**src/rtl/morra_pkg.sv**
```systemverilog
// Shared types for the morra sequencing controller: FSM states, move encodings
// and round/match result codes as driven by the datapath.
package morra_pkg;

    typedef enum logic [2:0] {
        ST_IDLE,
        ST_SETUP,
        ST_COLLECT,
        ST_ISSUE,
        ST_WAIT_RES,
        ST_DONE
    } state_t;

    typedef enum logic [1:0] {
        NULLA   = 2'b00,
        SASSO   = 2'b01,
        CARTA   = 2'b10,
        FORBICE = 2'b11
    } move_e;

    typedef enum logic [1:0] {
        RES_NONE = 2'b00,
        RES_P1   = 2'b01,
        RES_P2   = 2'b10,
        RES_TIE  = 2'b11
    } res_e;

endpackage

```
**src/rtl/morra_move_slot.sv**
```systemverilog
// Single-entry move holder for one player: accepts a move while enabled and
// empty, holds it until cleared.
module morra_move_slot
    import morra_pkg::*;
(
    input  logic       clk,
    input  logic       rst_n,
    input  logic       en,
    input  logic       clr,
    input  logic       valid,
    input  logic [1:0] move_in,
    output logic       ready,
    output logic       accept,
    output logic       full,
    output logic [1:0] move_out
);

    logic       full_q, full_d;
    logic [1:0] move_q, move_d;

    assign ready    = en & ~full_q;
    assign accept   = valid & ready;
    assign full     = full_q;
    assign move_out = move_q;

    // Clear wins over a same-cycle accept so an abort never leaves a stale move.
    always_comb begin
        full_d = full_q;
        move_d = move_q;
        if (clr) begin
            full_d = 1'b0;
            move_d = NULLA;
        end else if (accept) begin
            full_d = 1'b1;
            move_d = move_in;
        end
    end

    always_ff @(posedge clk or negedge rst_n) begin
        if (!rst_n) begin
            full_q <= 1'b0;
            move_q <= NULLA;
        end else begin
            full_q <= full_d;
            move_q <= move_d;
        end
    end

endmodule

```
**src/rtl/morra_controller.sv**
```systemverilog
// Morra match sequencer: configures the datapath, pairs the two players' moves
// into rounds, enforces a per-round move timeout and latches the match result.
module morra_controller
    import morra_pkg::*;
#(
    parameter int TIMEOUT_CYCLES = 16,
    parameter int ROUND_W        = 5
) (
    input  logic               clk,
    input  logic               rst_n,
    input  logic               START,
    input  logic               ABORT,
    input  logic [3:0]         CFG,
    input  logic               P1_VALID,
    input  logic               P2_VALID,
    input  logic [1:0]         P1_MOVE,
    input  logic [1:0]         P2_MOVE,
    output logic               P1_READY,
    output logic               P2_READY,
    output logic               DP_INIZIO_SETUP,
    output logic               DP_INIZIO_CONTO,
    output logic               DP_FINE_CONTO,
    output logic [1:0]         DP_PRIMO,
    output logic [1:0]         DP_SECONDO,
    input  logic [1:0]         DP_MANCHE,
    input  logic [1:0]         DP_PARTITA,
    output logic               BUSY,
    output logic               DONE,
    output logic [1:0]         RISULTATO,
    output logic [ROUND_W-1:0] ROUND_CNT,
    output logic               TIMEOUT
);

    localparam int                CNT_W   = $clog2(TIMEOUT_CYCLES + 1);
    localparam logic [CNT_W-1:0]  TO_LAST = CNT_W'(TIMEOUT_CYCLES - 1);

    state_t               state_q, state_d;
    logic [CNT_W-1:0]     to_cnt_q, to_cnt_d;
    logic                 timeout_q, timeout_d;
    logic [ROUND_W-1:0]   round_q, round_d;
    logic [1:0]           res_q, res_d;

    logic       collect, slot_clr;
    logic       acc1, acc2, full1, full2;
    logic [1:0] move1, move2;

    assign collect = (state_q == ST_COLLECT);

    morra_move_slot u_slot1 (
        .clk(clk), .rst_n(rst_n), .en(collect), .clr(slot_clr),
        .valid(P1_VALID), .move_in(P1_MOVE), .ready(P1_READY),
        .accept(acc1), .full(full1), .move_out(move1)
    );

    morra_move_slot u_slot2 (
        .clk(clk), .rst_n(rst_n), .en(collect), .clr(slot_clr),
        .valid(P2_VALID), .move_in(P2_MOVE), .ready(P2_READY),
        .accept(acc2), .full(full2), .move_out(move2)
    );

    always_comb begin
        state_d         = state_q;
        to_cnt_d        = '0;
        timeout_d       = 1'b0;
        round_d         = round_q;
        res_d           = res_q;
        slot_clr        = 1'b0;
        DP_INIZIO_SETUP = 1'b0;
        DP_INIZIO_CONTO = 1'b0;
        DP_FINE_CONTO   = 1'b0;
        DP_PRIMO        = NULLA;
        DP_SECONDO      = NULLA;

        case (state_q)
            ST_IDLE: if (START) state_d = ST_SETUP;
            ST_SETUP: begin
                DP_INIZIO_SETUP = 1'b1;
                DP_PRIMO        = CFG[1:0];
                DP_SECONDO      = CFG[3:2];
                round_d         = '0;
                res_d           = RES_NONE;
                slot_clr        = 1'b1;
                state_d         = ST_COLLECT;
            end
            ST_COLLECT: begin
                // A second move landing on the expiry cycle completes the round.
                if ((full1 | acc1) && (full2 | acc2)) begin
                    state_d = ST_ISSUE;
                end else if (full1 ^ full2) begin
                    if (to_cnt_q == TO_LAST) begin
                        slot_clr  = 1'b1;
                        timeout_d = 1'b1;
                    end else begin
                        to_cnt_d = to_cnt_q + 1'b1;
                    end
                end
            end
            ST_ISSUE: begin
                DP_INIZIO_CONTO = 1'b1;
                DP_PRIMO        = move1;
                DP_SECONDO      = move2;
                slot_clr        = 1'b1;
                state_d         = ST_WAIT_RES;
            end
            ST_WAIT_RES: begin
                if (DP_MANCHE != RES_NONE && round_q != '1) round_d = round_q + 1'b1;
                if (DP_PARTITA != RES_NONE) begin
                    res_d         = DP_PARTITA;
                    DP_FINE_CONTO = 1'b1;
                    state_d       = ST_DONE;
                end else begin
                    state_d = ST_COLLECT;
                end
            end
            ST_DONE: if (START) state_d = ST_SETUP;
            default: state_d = ST_IDLE;
        endcase

        // Abort overrides everything, including the strobe the state would drive.
        if (ABORT && state_q != ST_IDLE) begin
            DP_INIZIO_SETUP = 1'b0;
            DP_INIZIO_CONTO = 1'b0;
            DP_FINE_CONTO   = 1'b1;
            DP_PRIMO        = NULLA;
            DP_SECONDO      = NULLA;
            slot_clr        = 1'b1;
            res_d           = RES_NONE;
            round_d         = round_q;
            timeout_d       = 1'b0;
            to_cnt_d        = '0;
            state_d         = ST_IDLE;
        end
    end

    always_ff @(posedge clk or negedge rst_n) begin
        if (!rst_n) begin
            state_q   <= ST_IDLE;
            to_cnt_q  <= '0;
            timeout_q <= 1'b0;
            round_q   <= '0;
            res_q     <= RES_NONE;
        end else begin
            state_q   <= state_d;
            to_cnt_q  <= to_cnt_d;
            timeout_q <= timeout_d;
            round_q   <= round_d;
            res_q     <= res_d;
        end
    end

    assign BUSY      = (state_q == ST_SETUP) || collect ||
                       (state_q == ST_ISSUE) || (state_q == ST_WAIT_RES);
    assign DONE      = (state_q == ST_DONE);
    assign RISULTATO = res_q;
    assign ROUND_CNT = round_q;
    assign TIMEOUT   = timeout_q;

endmodule

```
**config.mk**
```make
export PLATFORM = sky130hd
export DESIGN_NAME = morra_controller
export DESIGN_NICKNAME = d
export VERILOG_FILES = /design/src/rtl/morra_pkg.sv /design/src/rtl/morra_move_slot.sv /design/src/rtl/morra_controller.sv
export SDC_FILE = /design/constraint.sdc
export NUM_CORES = 1
export LEC_CHECK = 0
export CAP_MARGIN = 15
export CELL_PAD_IN_SITES_DETAIL_PLACEMENT = 1
export CELL_PAD_IN_SITES_GLOBAL_PLACEMENT = 2
export CORE_UTILIZATION = 28
export DETAILED_ROUTE_END_ITERATION = 7
export PLACE_DENSITY_LB_ADDON = 0.12
export SETUP_SLACK_MARGIN = 0.4
export SLEW_MARGIN = 20
export SYNTH_ARGS = -nofsm -noshare
export SYNTH_HDL_FRONTEND = slang
export SYNTH_SLANG_ARGS = --single-unit
```
**constraint.sdc**
```tcl
create_clock -name clk -period 2 [get_ports clk]
set_input_delay 0.4 -clock clk [delete_from_list [all_inputs] [get_ports clk]]
set_output_delay 0.4 -clock clk [all_outputs]
set_load 0.05 [all_outputs]
```
-- After elaboration in Yosys (flattened, before gate mapping)
Cells that the tools add are included.
- bits in registers: 22
- input bits: 18
- output and inout port bits: 19
- word-level logic and storage cells: 92
- $add $sub $neg: 2
- equality and inequality tests: 11
- mux-type cells: 41
- bitwise logic cells: 10
- reductions and logical operators: 19
- operators with widths (kind ; number):
    $mux W5 ; 6
    $mux W1 ; 17
    $mux W2 ; 8
    $pmux W3 S5 ; 1
    $mux W3 ; 4
    $pmux W2 S2 ; 3
    $add A5 B1 Y5 const B ; 2
    $pmux W5 S2 ; 1
    $reduce_bool A2 Y1 ; 5
    $eq A3 B2 Y1 const B ; 2
    $eq A3 B3 Y1 const B ; 2
    $ne A3 B1 Y1 const B ; 2
    $reduce_bool A3 Y1 ; 2
    $eq A5 B4 Y1 const B ; 1
    $ne A5 B5 Y1 const B ; 1
    $and A1 B1 Y1 ; 4
    $reduce_and A2 Y1 ; 2
    $reduce_or A2 Y1 ; 2
    $eq A3 B1 Y1 const B ; 1
    $logic_and A1 B1 Y1 ; 3
    $logic_not A3 Y1 ; 1
    $logic_or A1 B1 Y1 ; 3
    $ne A3 B3 Y1 const B ; 1
    $not A1 Y1 ; 3
    other kinds (5) ; 6

-- Depth between registers and ports, before layout
- depth after elaboration: 9
- gate-level depth with buffers: 6
- gate-level depth less buffers: 6

-- Modules after synthesis
From an unflattened synthesis, not the netlist that was laid out.
- cells, all modules: 137
- area, all modules: 1315.0 µm²
- by module, submodules not included (module ; times used ; cells an instance ; area each (µm²) ; sequential area each (µm²)):
    morra_controller ; 1 ; 109 ; 999.7 ; 400.4
    morra_move_slot ; 2 ; 14 ; 157.7 ; 75.1

-- Least setup slack after synthesis
Ideal clock, no wire load.
- path kind: register -> register
- start point: register state_q[2]
- end point: register u_slot1.move_q[0] (netlist: u_slot1.move_out[0])
- library setup time: 0.094 ns
- arrival: 2.914 ns
- required time: 1.906 ns
- path slack: -1.008 ns
- cell stages (with the launch flop): 6
- path buffers: 2
- clock period less this slack: 3.008 ns
- cell sequence: dfrtp_1 -> buf_4 -> clkbuf_1 -> nor4b_1 -> nand3_1 -> a211oi_1
- word-level cells in the longest chain between the ends: 9
- elaborated cells between the ends (all ways): 18
- classes of those cells: eq/ne: 3; mux: 4; bitwise: 6; reduce/logical: 5
- ends and longest elaborated chain (element ; RTL line ; RTL):
    start, declared ; morra_controller.sv:37 ; state_t state_q, state_d;
    start signal, assigned ; morra_controller.sv:143 ; state_q <= state_d;
    $eq A3 B2 Y1 (*) ; morra_controller.sv:47 ; assign collect = (state_q == ST_COLLECT);
    $and A1 B1 Y1 (*) ; morra_move_slot.sv:21 ; assign ready = en & ~full_q;
    net P1_READY ; morra_controller.sv:18 ; output logic P1_READY,
    $and A1 B1 Y1 (*) ; morra_move_slot.sv:22 ; assign accept = valid & ready;
    $or A1 B1 Y1 ; morra_controller.sv:87 ; if ((full1 | acc1) && (full2 | acc2)) begin
    $logic_and A1 B1 Y1 ; morra_controller.sv:87 ;
    $mux W1 ; morra_controller.sv:87 ;
    $pmux W1 S2 ; morra_controller.sv:74 ; case (state_q)
    $mux W1 ; morra_controller.sv:120 ; if (ABORT && state_q != ST_IDLE) begin
    $mux W2 or $reduce_bool A2 Y1 (tied branches) ; n/a ;
    end signal, assigned ; morra_move_slot.sv:45 ; move_q <= move_d;
    end, declared ; morra_move_slot.sv:19 ; logic [1:0] move_q, move_d;
The timed path passes the listed nets; every way through them passes the cells marked *.
A chain may end at the register's enable or synchronous reset.

-- Worst setup path after layout
- start point: register state_q[2]
- end point: output DP_INIZIO_SETUP
- word-level cells in the longest chain between the ends: 3
- elaborated cells between the ends (all ways): 5
- classes of those cells: eq/ne: 1; mux: 2; reduce/logical: 2
- ends and longest elaborated chain (element ; RTL line ; RTL):
    $eq A3 B1 Y1 or $reduce_bool A3 Y1 (tied branches) ; morra_controller.sv:74, morra_controller.sv:120 ;
    $mux W1 or $logic_and A1 B1 Y1 (tied branches) ; morra_controller.sv:74, morra_controller.sv:120 ;
    $mux W1 (*) ; morra_controller.sv:120 ;
    end, declared ; morra_controller.sv:20 ; output logic DP_INIZIO_SETUP,
Every way passes the cells marked *; elsewhere a longest branch is shown, timed or not.

==> flow_metrics.py <==
metrics = {
    "clocking": {
        "htree_num_levels": 1,
        "ctsHoldBuffers": 0,
        "clk_latency_ps": 270,
        "path_clk_slew_ps": 80,
        "cts_tree": "yes",
        "clock_sinks": 22,
        "cts.path.max_buffers": 2,
        "cts-root-buf": "clkbuf_8",
        "numCtsBuffers": 3,
    },
    "worst_hold_path": {
        "hold_path_class": "input port to async pin",
    },
    "drt": {
        "wl_mm": 4.15,
        "drt_iter0_markers": 41,
        "drc_errors": 0,
        "ant_nets": 0,
        "drt-pass1-iter-count": 4,
        "post_drt_wl_per_cell_um": 16.3,
        "via_count": 1317,
        "post_drt_via_cell_ratio": 5.16,
    },
    "power": {
        "swShare": 0.417,
        "p_int_mw": 1.62,
        "powerDensity_mw_per_mm2": 1140,
        "finalPower_mw": 2.78,
        "pwr-share-seq": 0.218,
        "p_clk_frac": 0.107,
        "leakage_nw": 0.987,
        "p_sw_mw": 1.16,
        "vdd_drop_max_uv": 606,
        "combPwrFrac": 0.675,
    },
    "sta": {
        "relSlewSlack": 0.674,
        "worst_slew_pin_slew_ps": 490,
        "maxSlewViolCount": 0,
        "hold_ws_ps": 481,
        "setup_viol": 0,
        "rsz0062_at_grt": "true",
        "fin_crit_sh": 0.947,
        "tns_ps": 0,
        "finClkSkew_ps": 6.18,
        "final_hold_viol_count": 0,
        "fin_crit_ps": 1890,
        "fmax_ghz": 0.528,
    },
    "setup_path": {
        "timing.rr.end": "ROUND_CNT[3]",
        "path_cells": "or4b_4, clkinvlp_4, buf_12",
        "cp.required_ps": 1600,
        "regToRegSetupSlack_ps": 130,
        "startpoint_type": "flop",
        "cp.arrival_ps": 1490,
        "worst-path-buf-inv": 2,
        "reg2regPathDepth": 5,
        "cpLargestDelayFamily": "simple AND/OR/NAND/NOR gates",
        "slowest_stage": "or4b_4",
        "worst_path_largest_cell_delay_ps": 570,
        "critPathMaxFanout": 3,
        "critPathCaptureType": "primary output",
        "r2r-start": "state_q[0]",
        "crit_type": "flop to primary output",
    },
    "grt": {
        "antenna_found_initial": 0,
        "grt_max_degree": 23,
        "grt.total_usage": 0.172,
        "grt_pass1_vias": 1348,
        "grt_pass1_wl_mm": 6.57,
        "grt-ovfl-total": 0,
    },
    "synth": {
        "synth_edf_count": 0,
        "seq_area_frac_synth": 0.434,
        "synth-async-reset-ratio": 1.00,
        "synthAdderAreaFrac": 0.0296,
        "syn_area_per_cell_um2": 9.91,
        "ys.flop_type": "dfrtp_1",
        "synthCells": 128,
        "synth_nets": 149,
        "synth_top_family_by_area": "simple AND/OR/NAND/NOR gates",
        "yosys-top-cells-area": "dfrtp_1, mux2i_1, nor2_1",
        "yosysTopAreaCell": "dfrtp_1",
        "syn-cell-area_mm2": 0.00127,
        "yosysUniqueCellTypes": 42,
        "synth.ff_latch_count": 22,
        "synthMuxAreaShare": 0.0562,
        "netlist.area_leader.share": 0.434,
        "synth-simple-area-share": 0.242,
        "synth-compound-area-share": 0.176,
        "synth-xor-area-share": 0.0207,
        "synth-warning-count": 0,
    },
    "layout": {
        "final_common_cell": "buf_4",
        "drive_gt1_frac": 0.537,
        "fillerInstances": 445,
        "final_util": 0.559,
        "layout_common_cells": "buf_4, dfrtp_1, clkdlybuf4s50_1",
        "area_delta_synth_final_pct": 91.8,
        "n_antenna_cell": 0,
        "nNetsFinal": 225,
    },
    "floorplanning": {
        "dieHeight_um": 69.3,
        "dieWidth_um": 69.3,
        "dieArea_mm2": 0.00480,
        "rows": 24,
        "io_pins": 37,
        "core_mm2": 0.00435,
        "initial_core_util": 0.291,
    },
    "status": {
        "status": "finished clean",
    },
    "placed_design": {
        "port_buffers": 36,
        "post-dp-hpwl_mm": 2.71,
        "gp_congestion": 0.816,
    },
    "job": {
        "cap_violations": 0,
    },
}
layer usage:
metal	wire [um]	GRT usage	vias up
met5	0	0	-
met2	2200	0.301	26
met4	57	0.0544	0
li1	-	-	627
met1	1760	0.204	657
met3	138	0.0436	7
cells by family after synthesis:
group	after synthesis
muxes	7
adders and majority gates	3
and+or+nand+nor	52
AOI/OAI and AO/OA	30
buffers and inverters	11
xor gates and xnor gates	3
DFF	22
layout make-up:
class | instances | area, um2 | area share
Sequential cell | 22 | 557 | 0.229
Tap cell | 52 | 65.1 | 0.0267
Timing Repair Buffer | 77 | 785 | 0.322
Clock buffer | 4 | 45.0 | 0.0185
Multi-Input combinational cell | 95 | 952 | 0.391
Inverter | 5 | 30.0 | 0.0123
metrics by stage:
step	setup WS, ps	area, um2	cells
after floorplan	156	1450	128
after global placement	-70.5	1990	222
after detailed placement	-90.9	1990	222
after CTS	124	2280	244
after global routing	52.6	2430	255
final	107	2430	255
Yosys cell counts, types with 2 or more instances:
master	number
xnor2_1	2
o22ai_1	4
nor4b_1	3
nand4bb_1	2
nor2b_1	3
and3_1	2
o21ai_0	6
nor3_1	7
or4b_2	2
mux2i_1	6
nand2_1	6
dfrtp_1	22
inv_1	5
a22o_1	4
nand3_1	7
a211oi_1	4
ha_1	3
nor2_1	11
clkbuf_1	2
a21oi_1	4
or3b_2	2
what timing repair did:
| item | CTS | global route |
|---|---|---|
| endpoints found under the setup margin | 36 | 31 |
| pin swaps | 12 | 7 |
| gates resized for setup | 45 | 23 |
| setup buffers | 18 | 11 |
state kept, by name, summed over array words and instances (netlist names):
signal and flops:
ROUND_CNT 5, to_cnt_q 5, state_q 3, RISULTATO 2, u_slot1.move_out 2, u_slot2.move_out 2, TIMEOUT 1, u_slot1.full 1
u_slot2.full 1
power by group through the flow:
stage / Combinational [mW] / Sequential [mW] / Clock, mW
finish: 1.88 / 0.607 / 0.298
global route: 1.97 / 0.616 / 0.332
CTS: 1.67 / 0.604 / 0.301
detailed placement: 1.38 / 0.626 / 0
global placement: 1.35 / 0.627 / 0
floorplan: 0.852 / 0.649 / 0
how the worst max path moves through the flow:
| stage | startpoint | to | slack [ps] | cells past startpoint |
|---|---|---|---|---|
| floorplan | ROUND_CNT[0] | ROUND_CNT[3] | 160 | 6 |
| global placement | ABORT | DP_INIZIO_SETUP | -70 | 4 |
| detailed placement | ABORT | DP_INIZIO_SETUP | -90 | 4 |
| CTS | state_q[2] | DP_INIZIO_SETUP | 120 | 3 |
| global route | state_q[2] | DP_INIZIO_SETUP | 50 | 3 |
| finish | state_q[2] | DP_INIZIO_SETUP | 110 | 3 |
Note: power is estimated with default switching activity, not from simulation.
